[src/rtl/nodf_handshake_tracker_pkg.sv]
// Shared types for the ap_ctrl_hs handshake tracker: tracker state encoding
// and the default counter width.
package nodf_hs_pkg;

  localparam int DEF_CNT_W = 32;

  typedef enum logic [1:0] {
    IDLE      = 2'd0,
    BUSY      = 2'd1,
    DONE_WAIT = 2'd2,
    FINISHED  = 2'd3
  } hs_state_e;

endpackage

[src/rtl/nodf_handshake_tracker_sat_counter.sv]
// Saturating up-counter with freeze input and synchronous clear.
module sat_counter
  import nodf_hs_pkg::*;
#(
  parameter int CNT_W = DEF_CNT_W
) (
  input  logic             clock,
  input  logic             reset,
  input  logic             inc,
  input  logic             freeze,
  output logic [CNT_W-1:0] count
);

  localparam logic [CNT_W-1:0] CNT_MAX  = {CNT_W{1'b1}};
  localparam logic [CNT_W-1:0] CNT_ONE  = {{(CNT_W-1){1'b0}}, 1'b1};
  localparam logic [CNT_W-1:0] CNT_ZERO = {CNT_W{1'b0}};

  // Count register: holds at all-ones instead of wrapping.
  always_ff @(posedge clock) begin
    if (reset) begin
      count <= CNT_ZERO;
    end else if (inc && !freeze && (count != CNT_MAX)) begin
      count <= count + CNT_ONE;
    end else begin
      count <= count;
    end
  end

endmodule

[src/rtl/nodf_handshake_tracker.sv]
// Passive monitor of one HLS kernel's ap_ctrl_hs handshake: tracks transaction
// state, counts starts/completions/busy/stall cycles and measures latency.
module nodf_handshake_tracker
  import nodf_hs_pkg::*;
#(
  parameter int CNT_W = DEF_CNT_W
) (
  input  logic             clock,
  input  logic             reset,
  input  logic             ap_start,
  input  logic             ap_ready,
  input  logic             ap_done,
  input  logic             ap_continue,
  input  logic             finish,
  output logic [1:0]       state,
  output logic [CNT_W-1:0] start_count,
  output logic [CNT_W-1:0] done_count,
  output logic [CNT_W-1:0] busy_cycles,
  output logic [CNT_W-1:0] stall_cycles,
  output logic [CNT_W-1:0] last_latency,
  output logic             err_done_no_start,
  output logic             err_ready_no_start,
  output logic             finished
);

  localparam logic [CNT_W-1:0] CNT_MAX  = {CNT_W{1'b1}};
  localparam logic [CNT_W-1:0] CNT_ONE  = {{(CNT_W-1){1'b0}}, 1'b1};
  localparam logic [CNT_W-1:0] CNT_ZERO = {CNT_W{1'b0}};

  hs_state_e        cur_state;
  hs_state_e        nxt_state;
  logic [CNT_W-1:0] lat_cnt;
  logic [CNT_W-1:0] lat_inc;
  logic             frozen;
  logic             accept;
  logic             start_txn;
  logic             complete;
  logic             busy_tick;
  logic             stall_tick;
  logic             err_done_ev;
  logic             err_ready_ev;

  assign state = cur_state;

  // State register.
  always_ff @(posedge clock) begin
    if (reset) begin
      cur_state <= IDLE;
    end else begin
      cur_state <= nxt_state;
    end
  end

  // Next-state logic; finish wins after this cycle's events are taken.
  always_comb begin
    nxt_state = cur_state;
    case (cur_state)
      IDLE: begin
        if (ap_start && ap_done && ap_continue) nxt_state = IDLE;
        else if (ap_start && ap_done)           nxt_state = DONE_WAIT;
        else if (ap_start)                      nxt_state = BUSY;
        else                                    nxt_state = IDLE;
      end
      BUSY: begin
        if (ap_done && ap_continue) nxt_state = IDLE;
        else if (ap_done)           nxt_state = DONE_WAIT;
        else                        nxt_state = BUSY;
      end
      DONE_WAIT: begin
        if (ap_continue) nxt_state = IDLE;
        else             nxt_state = DONE_WAIT;
      end
      FINISHED: nxt_state = FINISHED;
      default:  nxt_state = IDLE;
    endcase
    if (finish && (cur_state != FINISHED)) begin
      nxt_state = FINISHED;
    end else begin
      nxt_state = nxt_state;
    end
  end

  // Per-cycle event decode.
  always_comb begin
    frozen       = (cur_state == FINISHED);
    accept       = !frozen && ap_start && ap_ready;
    stall_tick   = !frozen && ap_done && !ap_continue;
    err_ready_ev = !frozen && ap_ready && !ap_start;
    start_txn    = 1'b0;
    complete     = 1'b0;
    busy_tick    = 1'b0;
    err_done_ev  = 1'b0;
    case (cur_state)
      IDLE: begin
        start_txn   = ap_start;
        complete    = ap_start && ap_done && ap_continue;
        err_done_ev = ap_done && !ap_start;
      end
      BUSY: begin
        busy_tick = 1'b1;
        complete  = ap_done && ap_continue;
      end
      DONE_WAIT: begin
        busy_tick = 1'b1;
        complete  = ap_continue;
      end
      FINISHED: begin
        start_txn = 1'b0;
      end
      default: begin
        start_txn = 1'b0;
      end
    endcase
    lat_inc = (lat_cnt == CNT_MAX) ? CNT_MAX : (lat_cnt + CNT_ONE);
  end

  // Latency counter counts the start cycle as 1; last_latency includes the completion cycle.
  always_ff @(posedge clock) begin
    if (reset) begin
      lat_cnt      <= CNT_ZERO;
      last_latency <= CNT_ZERO;
    end else if (start_txn) begin
      lat_cnt      <= CNT_ONE;
      last_latency <= complete ? CNT_ONE : last_latency;
    end else if (busy_tick) begin
      lat_cnt      <= lat_inc;
      last_latency <= complete ? lat_inc : last_latency;
    end else begin
      lat_cnt      <= lat_cnt;
      last_latency <= last_latency;
    end
  end

  // Sticky protocol-error and finished flags.
  always_ff @(posedge clock) begin
    if (reset) begin
      err_done_no_start  <= 1'b0;
      err_ready_no_start <= 1'b0;
      finished           <= 1'b0;
    end else begin
      err_done_no_start  <= err_done_no_start  | err_done_ev;
      err_ready_no_start <= err_ready_no_start | err_ready_ev;
      finished           <= finished | (finish && !frozen);
    end
  end

  sat_counter #(.CNT_W(CNT_W)) u_start_cnt (
    .clock(clock), .reset(reset), .inc(accept), .freeze(frozen), .count(start_count)
  );

  sat_counter #(.CNT_W(CNT_W)) u_done_cnt (
    .clock(clock), .reset(reset), .inc(complete), .freeze(frozen), .count(done_count)
  );

  sat_counter #(.CNT_W(CNT_W)) u_busy_cnt (
    .clock(clock), .reset(reset), .inc(busy_tick), .freeze(frozen), .count(busy_cycles)
  );

  sat_counter #(.CNT_W(CNT_W)) u_stall_cnt (
    .clock(clock), .reset(reset), .inc(stall_tick), .freeze(frozen), .count(stall_cycles)
  );

endmodule

[config.mk]
export PLATFORM = sky130hd
export DESIGN_NAME = nodf_handshake_tracker
export DESIGN_NICKNAME = d
export VERILOG_FILES = /design/src/rtl/nodf_handshake_tracker_pkg.sv /design/src/rtl/nodf_handshake_tracker_sat_counter.sv /design/src/rtl/nodf_handshake_tracker.sv
export SDC_FILE = /design/constraint.sdc
export NUM_CORES = 1
export LEC_CHECK = 0
export ABC_AREA = 1
export BUFFER_PORTS_ARGS = -buffer_cell sky130_fd_sc_hd__buf_4
export CAP_MARGIN = 20
export CORE_MARGIN = 8
export CORE_UTILIZATION = 45
export DETAILED_ROUTE_END_ITERATION = 6
export GPL_TIMING_DRIVEN = 1
export PLACE_DENSITY = 0.71
export SLEW_MARGIN = 20
export SYNTH_ARGS = -nofsm -noshare
export SYNTH_HDL_FRONTEND = slang
export SYNTH_HIERARCHICAL = 1
export SYNTH_SLANG_ARGS = --single-unit
[constraint.sdc]
create_clock -name clock -period 2.4 [get_ports clock]
set_input_delay 0.24 -clock clock [delete_from_list [all_inputs] [get_ports clock]]
set_output_delay 0.24 -clock clock [all_outputs]
set_load 0.01 [all_outputs]
==> impl_metrics.yaml, run 1 <==
floorplan:
  die_h_um: 182
  coreArea_um2: 27000
  start_util_pct: 45.8
  die_x_um: 182
  design.die.area_um2: 33000
  ioPinCount: 172
  rows: 60
detailed_routing:
  drc: 0
  ant_nets: 0
  routed_wl_um: 35500
  first_pass_iters: 7
  viasPerCell: 5.08
  drt_iter0_drc: 885
  vias: 12600
  wl_per_cell_um: 14.4
sta:
  skew_ps: 15.7
  setup_viol: 0
  final.period_utilization_pct: 88.2
  timing.fmax_ghz: 0.472
  final_hold_viol_count: 0
  rsz0062_at_grt: "false"
  setup-tns-final_ps: 0
  drv_slew: 0
  holdWs_ps: 151
  finalCriticalPeriod_ps: 2120
  tightest_slew_ps: 544
  relSlewSlack_pct: 63.7
worst_setup_path:
  crit_arrival_ps: 2480
  start_kind: "register"
  r2r_cells: 11
  endpoint_kind: "register"
  criticalPathCategory: "reg -> reg"
  crit_fanout: 19
  cp_data_required_time_ps: 2760
logic_synthesis:
  ys_seq_area_share_pct: 31.9
  netlist_top_cells_count: "nand2_1, nor2_1, dfxtp_1"
  syn_area_per_cell_um2: 6.36
  yosys.area.top_type: "dfxtp_1"
  synth_edf_count: 0
  synth.distinct_cells: 34
  yosysWarningCount: 6
  yosysMostFrequentCell: "nand2_1"
  synthCells: 1941
  synth_area_um2: 12400
  synth_nets: 1958
  synth-seq-cells: 197
  async_reset_ff_share_pct: 0
  synth_ff_type: "dfxtp_1"
  synthTopCellsByArea: "dfxtp_1, nand2_1, nor2_1, inv_1, a21oi_2"
  yosysTopAreaCellShare_pct: 31.9
layout:
  fillerInstances: 2712
  n_antenna_cell: 0
  layout.nets: 2134
  areaGrowthSynthToFinish_pct: 18.6
  layout-drive-gt1-share_pct: 21.9
cts:
  cts_resized: 0
  cts.path.max_buffers: 2
  h-tree-depth: 4
  ctsRootBufferMaster: "clkbuf_16"
  clk_pin_slew_worst_paths_ps: 80
  cts_inserted_buffers: 17
  postCtsHoldBufs: 0
  cts_setup_buffers: 0
  cts_tree: "built"
  cts_sinks: 197
  clk_latency_ps: 430
grt:
  antenna_found_initial: 0
  grt_pass1_wl_um: 59500
  gr-total-overflow: 0
  grt_use_total_pct: 21.3
  grt_pass1_vias: 12100
  grt_start_max_net_pins: 46
run:
  drv_cap: 0
power_and_ir_drop:
  p_leak_nw: 6.08
  pwr_density_cell_nw_per_um2: 532
  ir_drop_mv: 0.470
placed_design:
  hpwl_um: 26700
  gp_congestion: 0.937
  io_buffers: 171
run_status:
  status: "finished clean"
min_path:
  hp-class: "in -> reg"
  worstHoldPathCells: 3
-- layer usage --
| metal | GRT usage [%] | vias up | wire (um) |
|---|---|---|---|
| met3 | 4.01 | 33 | 2030 |
| li1 | - | 6363 | - |
| met2 | 36.8 | 356 | 17000 |
| met4 | 6.30 | 0 | 572 |
| met1 | 26.6 | 5803 | 15900 |
| met5 | 0 | - | 0 |
-- where the power goes --
part | internal [mW] | total, mW | switching [mW]
Clock | 1.65 | 2.98 | 1.33
Combinational | 0.438 | 1.18 | 0.739
Sequential | 3.43 | 3.64 | 0.207
Total | 5.52 | 7.80 | 2.27
-- cells in the final DEF (no fill, tap or decap), types with 11 or more instances in the layout --
cell type,instances
a21oi_1,70
a21oi_2,59
buf_4,211
clkbuf_16,17
dfxtp_1,197
inv_1,166
inv_2,11
nand2_1,647
nand2_2,69
nand3_1,62
nand3_2,22
nand3b_1,20
nor2_1,316
nor2_2,31
nor2_4,14
o21ai_0,82
xnor2_1,16
xor2_1,45
-- state kept, by name, summed over array words and instances, names as in the netlist, 2 cells and up --
register,flops
last_latency,32
lat_cnt,32
u_busy_cnt/count,32
u_done_cnt/count,32
u_stall_cnt/count,32
u_start_cnt/count,32
state,2
-- critical path, cell delays in order, from the launching register on --
cell and delay, ps:
dfxtp_1 350, ha_1 290, inv_1 150, nand2_1 130, a21oi_4 170, inv_1 70
nor2_2 210, nand2_4 80, inv_2 190, buf_12 200, o21ai_0 100, nor2_1 120
-- final timing paths --
kind	from	to	slack, ps
worst min register to register	finished	finished	450
worst max register to register	state[0]	u_done_cnt/count[16]	280
worst min-delay path	finish	finished	150
worst max-delay path	state[0]	u_done_cnt/count[16]	280
-- metrics by stage --
step                      utilization [%]  std cells  total power [mW]  area, um^2  setup slack [ps]
after floorplan                         -       1941              4.48       12400               500
after global placement               52.2       2439              4.86       14100               229
after detailed placement             52.2       2439              4.90       14100               162
after CTS                            54.4       2470              7.86       14700               144
after global routing                 54.4       2470              8.18       14700              12.0
final                                54.4       2470              7.80       14700               283
-- kinds of logic (layout without fill, tap and decap cells) --
family / Yosys count / in the layout / share of synthesized area (%)
xor+xnor: 61 / 61 / 4.32
fa+ha+maj: 10 / 10 / 1.01
simple gates: 1211 / 1211 / 43.2
flops: 197 / 197 / 31.9
compound gates: 227 / 227 / 11.2
buf+inv: 235 / 423 / 8.32
-- final cells by class --
cell class / count / area (um^2) / share of cell area, %
clock buffers: 20 / 437 / 2.98
flip-flops and latches: 197 / 3940 / 26.9
multi-input cells: 1509 / 7380 / 50.4
well taps: 341 / 427 / 2.91
repair buffers: 214 / 1640 / 11.2
clock inverters: 11 / 151 / 1.03
inverters: 178 / 671 / 4.58
No activity file was read; power rests on OpenSTA's default activity.
==> run 2: changes to the inputs <==
--- a/config.mk
+++ b/config.mk
@@ -12,7 +12,7 @@
 export CORE_UTILIZATION = 45
 export DETAILED_ROUTE_END_ITERATION = 6
 export GPL_TIMING_DRIVEN = 1
-export PLACE_DENSITY = 0.71
+export PLACE_DENSITY = 0.68
 export SLEW_MARGIN = 20
 export SYNTH_ARGS = -nofsm -noshare
 export SYNTH_HDL_FRONTEND = slang
==> constraint.sdc (replaced) <==
create_clock -name clock -period 2.4 [get_ports clock]
set_input_delay 0.24 -clock clock [delete_from_list [all_inputs] [get_ports clock]]
set_output_delay 0.24 -clock clock [all_outputs]
set_load 0.005 [all_outputs]
==> impl_metrics.yaml, run 2 (synthesis results as in run 1) <==
run_status:
  status: "finished clean"
worst_setup_path:
  cpMostUsedCell: "nand2_1"
  start_kind: "register"
  r2r_cells: 13
  regToRegEndpoint: "u_done_cnt/count[10]"
  criticalPathCategory: "reg -> reg"
  cp_data_required_time_ps: 2770
  crit_arrival_ps: 2490
  crit_end: "u_done_cnt/count[10]"
  rrSetupSlack_ps: 280
  crit_fanout: 11
  crit_chain: "inv_1 -> ha_1 -> nand2_1 -> nand2_1 -> nand2_1 -> a21oi_4 -> inv_1 -> nor2_2 -> nand2_4 -> inv_2 -> buf_4 -> nand2_1 -> a21oi_1"
  slowest_delay_ps: 350
  startpoint: "state[1]"
  reg2reg_from: "state[1]"
  slowest_stage: "dfxtp_1"
  endpoint_kind: "register"
cts:
  h-tree-depth: 4
  cts_inserted_buffers: 17
  cts_tree: "built"
  cts.path.max_buffers: 2
  clk_latency_ps: 440
  cts_sinks: 197
  ctsRootBufferMaster: "clkbuf_16"
  clk_pin_slew_worst_paths_ps: 80
  cts_setup_buffers: 0
sta:
  rsz0062_at_grt: "false"
  relSlewSlack_pct: 58.3
  skew_ps: 17.3
  drv_slew: 0
  setup_ws_ps: 275
  final.period_utilization_pct: 88.5
  holdWs_ps: 129
  setup-tns-final_ps: 0
  timing.fmax_ghz: 0.471
  setup_viol: 0
  finalCriticalPeriod_ps: 2120
  tightest_slew_ps: 625
  final_hold_viol_count: 0
placed_design:
  preCtsSetupSlack_ps: 153
  hpwl_um: 26700
  io_buffers: 171
  placed_cells: 2434
  dpl-instance-area_um2: 14000
  gp_congestion: 0.913
detailed_routing:
  dr_wl_met2_um: 16500
  drc: 0
  routed.top_layer: "met5"
  vias: 12500
  drt_iter0_drc: 872
  viasPerCell: 5.07
  ant_nets: 0
  routed_wl_um: 35900
  wl_per_cell_um: 14.6
  first_pass_iters: 6
  wl_met3_um: 2230
  wl_met1_um: 16500
power_and_ir_drop:
  p_total_mw: 7.88
  ir_drop_mv: 0.390
  pwr_density_cell_nw_per_um2: 538
  p_leak_nw: 6.06
layout:
  final_common_cell: "nand2_1"
  layout.nets: 2129
  layout-drive-gt1-share_pct: 21.9
  fin_area_um2: 14700
  areaGrowthSynthToFinish_pct: 18.6
  n_antenna_cell: 0
  final_cells: 2466
  mostFrequentLayoutCells: "nand2_1, nor2_1, buf_4"
  utilization_pct: 54.4
grt:
  antenna_found_initial: 1
  grt_start_max_net_pins: 46
  grt_pass1_vias: 11800
  grt_use_total_pct: 21.4
  grt_pass1_wl_um: 59300
  gr-total-overflow: 0
min_path:
  worstHoldPathCells: 3
  hp-class: "in -> reg"
floorplan:
  die_x_um: 182
  start_util_pct: 45.8
  design.die.area_um2: 33000
  rows: 60
  coreArea_um2: 27000
  die_h_um: 182
  ioPinCount: 172
run:
  drv_cap: 0
## run 2: layout make-up
| class | instances | area [um^2] |
|---|---|---|
| fill | 2708 | 12300 |
| multi-input combinational | 1509 | 7380 |
| sequential | 197 | 3940 |
| timing repair buffer | 209 | 1600 |
| inverter | 178 | 671 |
| clock buffer | 18 | 439 |
| tap | 341 | 427 |
| clock inverter | 14 | 193 |
## run 2: critical path: cells and delay by family (launching register included)
family | cells | cell delay, ps
buf+inv | 4 | 610
compound gates | 2 | 290
simple gates | 6 | 630
flops | 1 | 350
fa+ha+maj | 1 | 170
## run 2: power by group
part           internal, mW  switching, mW  total, mW
clock network          1.71           1.40       3.10
logic                 0.432          0.705       1.14
registers              3.43          0.210       3.64
## run 2: metal layers
metal	global-route usage, %	vias to the layer above
met2	34.9	306
met1	27.8	5801
met4	6.26	2
met3	4.67	45
li1	-	6357
met5	0	-
## run 2: worst min-delay path by stage
stage | startpoint | endpoint | slack, ps
floorplan | ap_done | err_done_no_start | 400
global placement | err_done_no_start | err_done_no_start | 450
detailed placement | err_done_no_start | err_done_no_start | 460
CTS | ap_done | err_done_no_start | 110
global route | ap_done | err_done_no_start | 120
finish | ap_done | err_done_no_start | 130
## run 2: repair_timing
item / 4_1_cts / 5_1_grt
hold buffers: 0 / 0
setup endpoints to repair: 0 / 47
gates resized for setup: 0 / 3
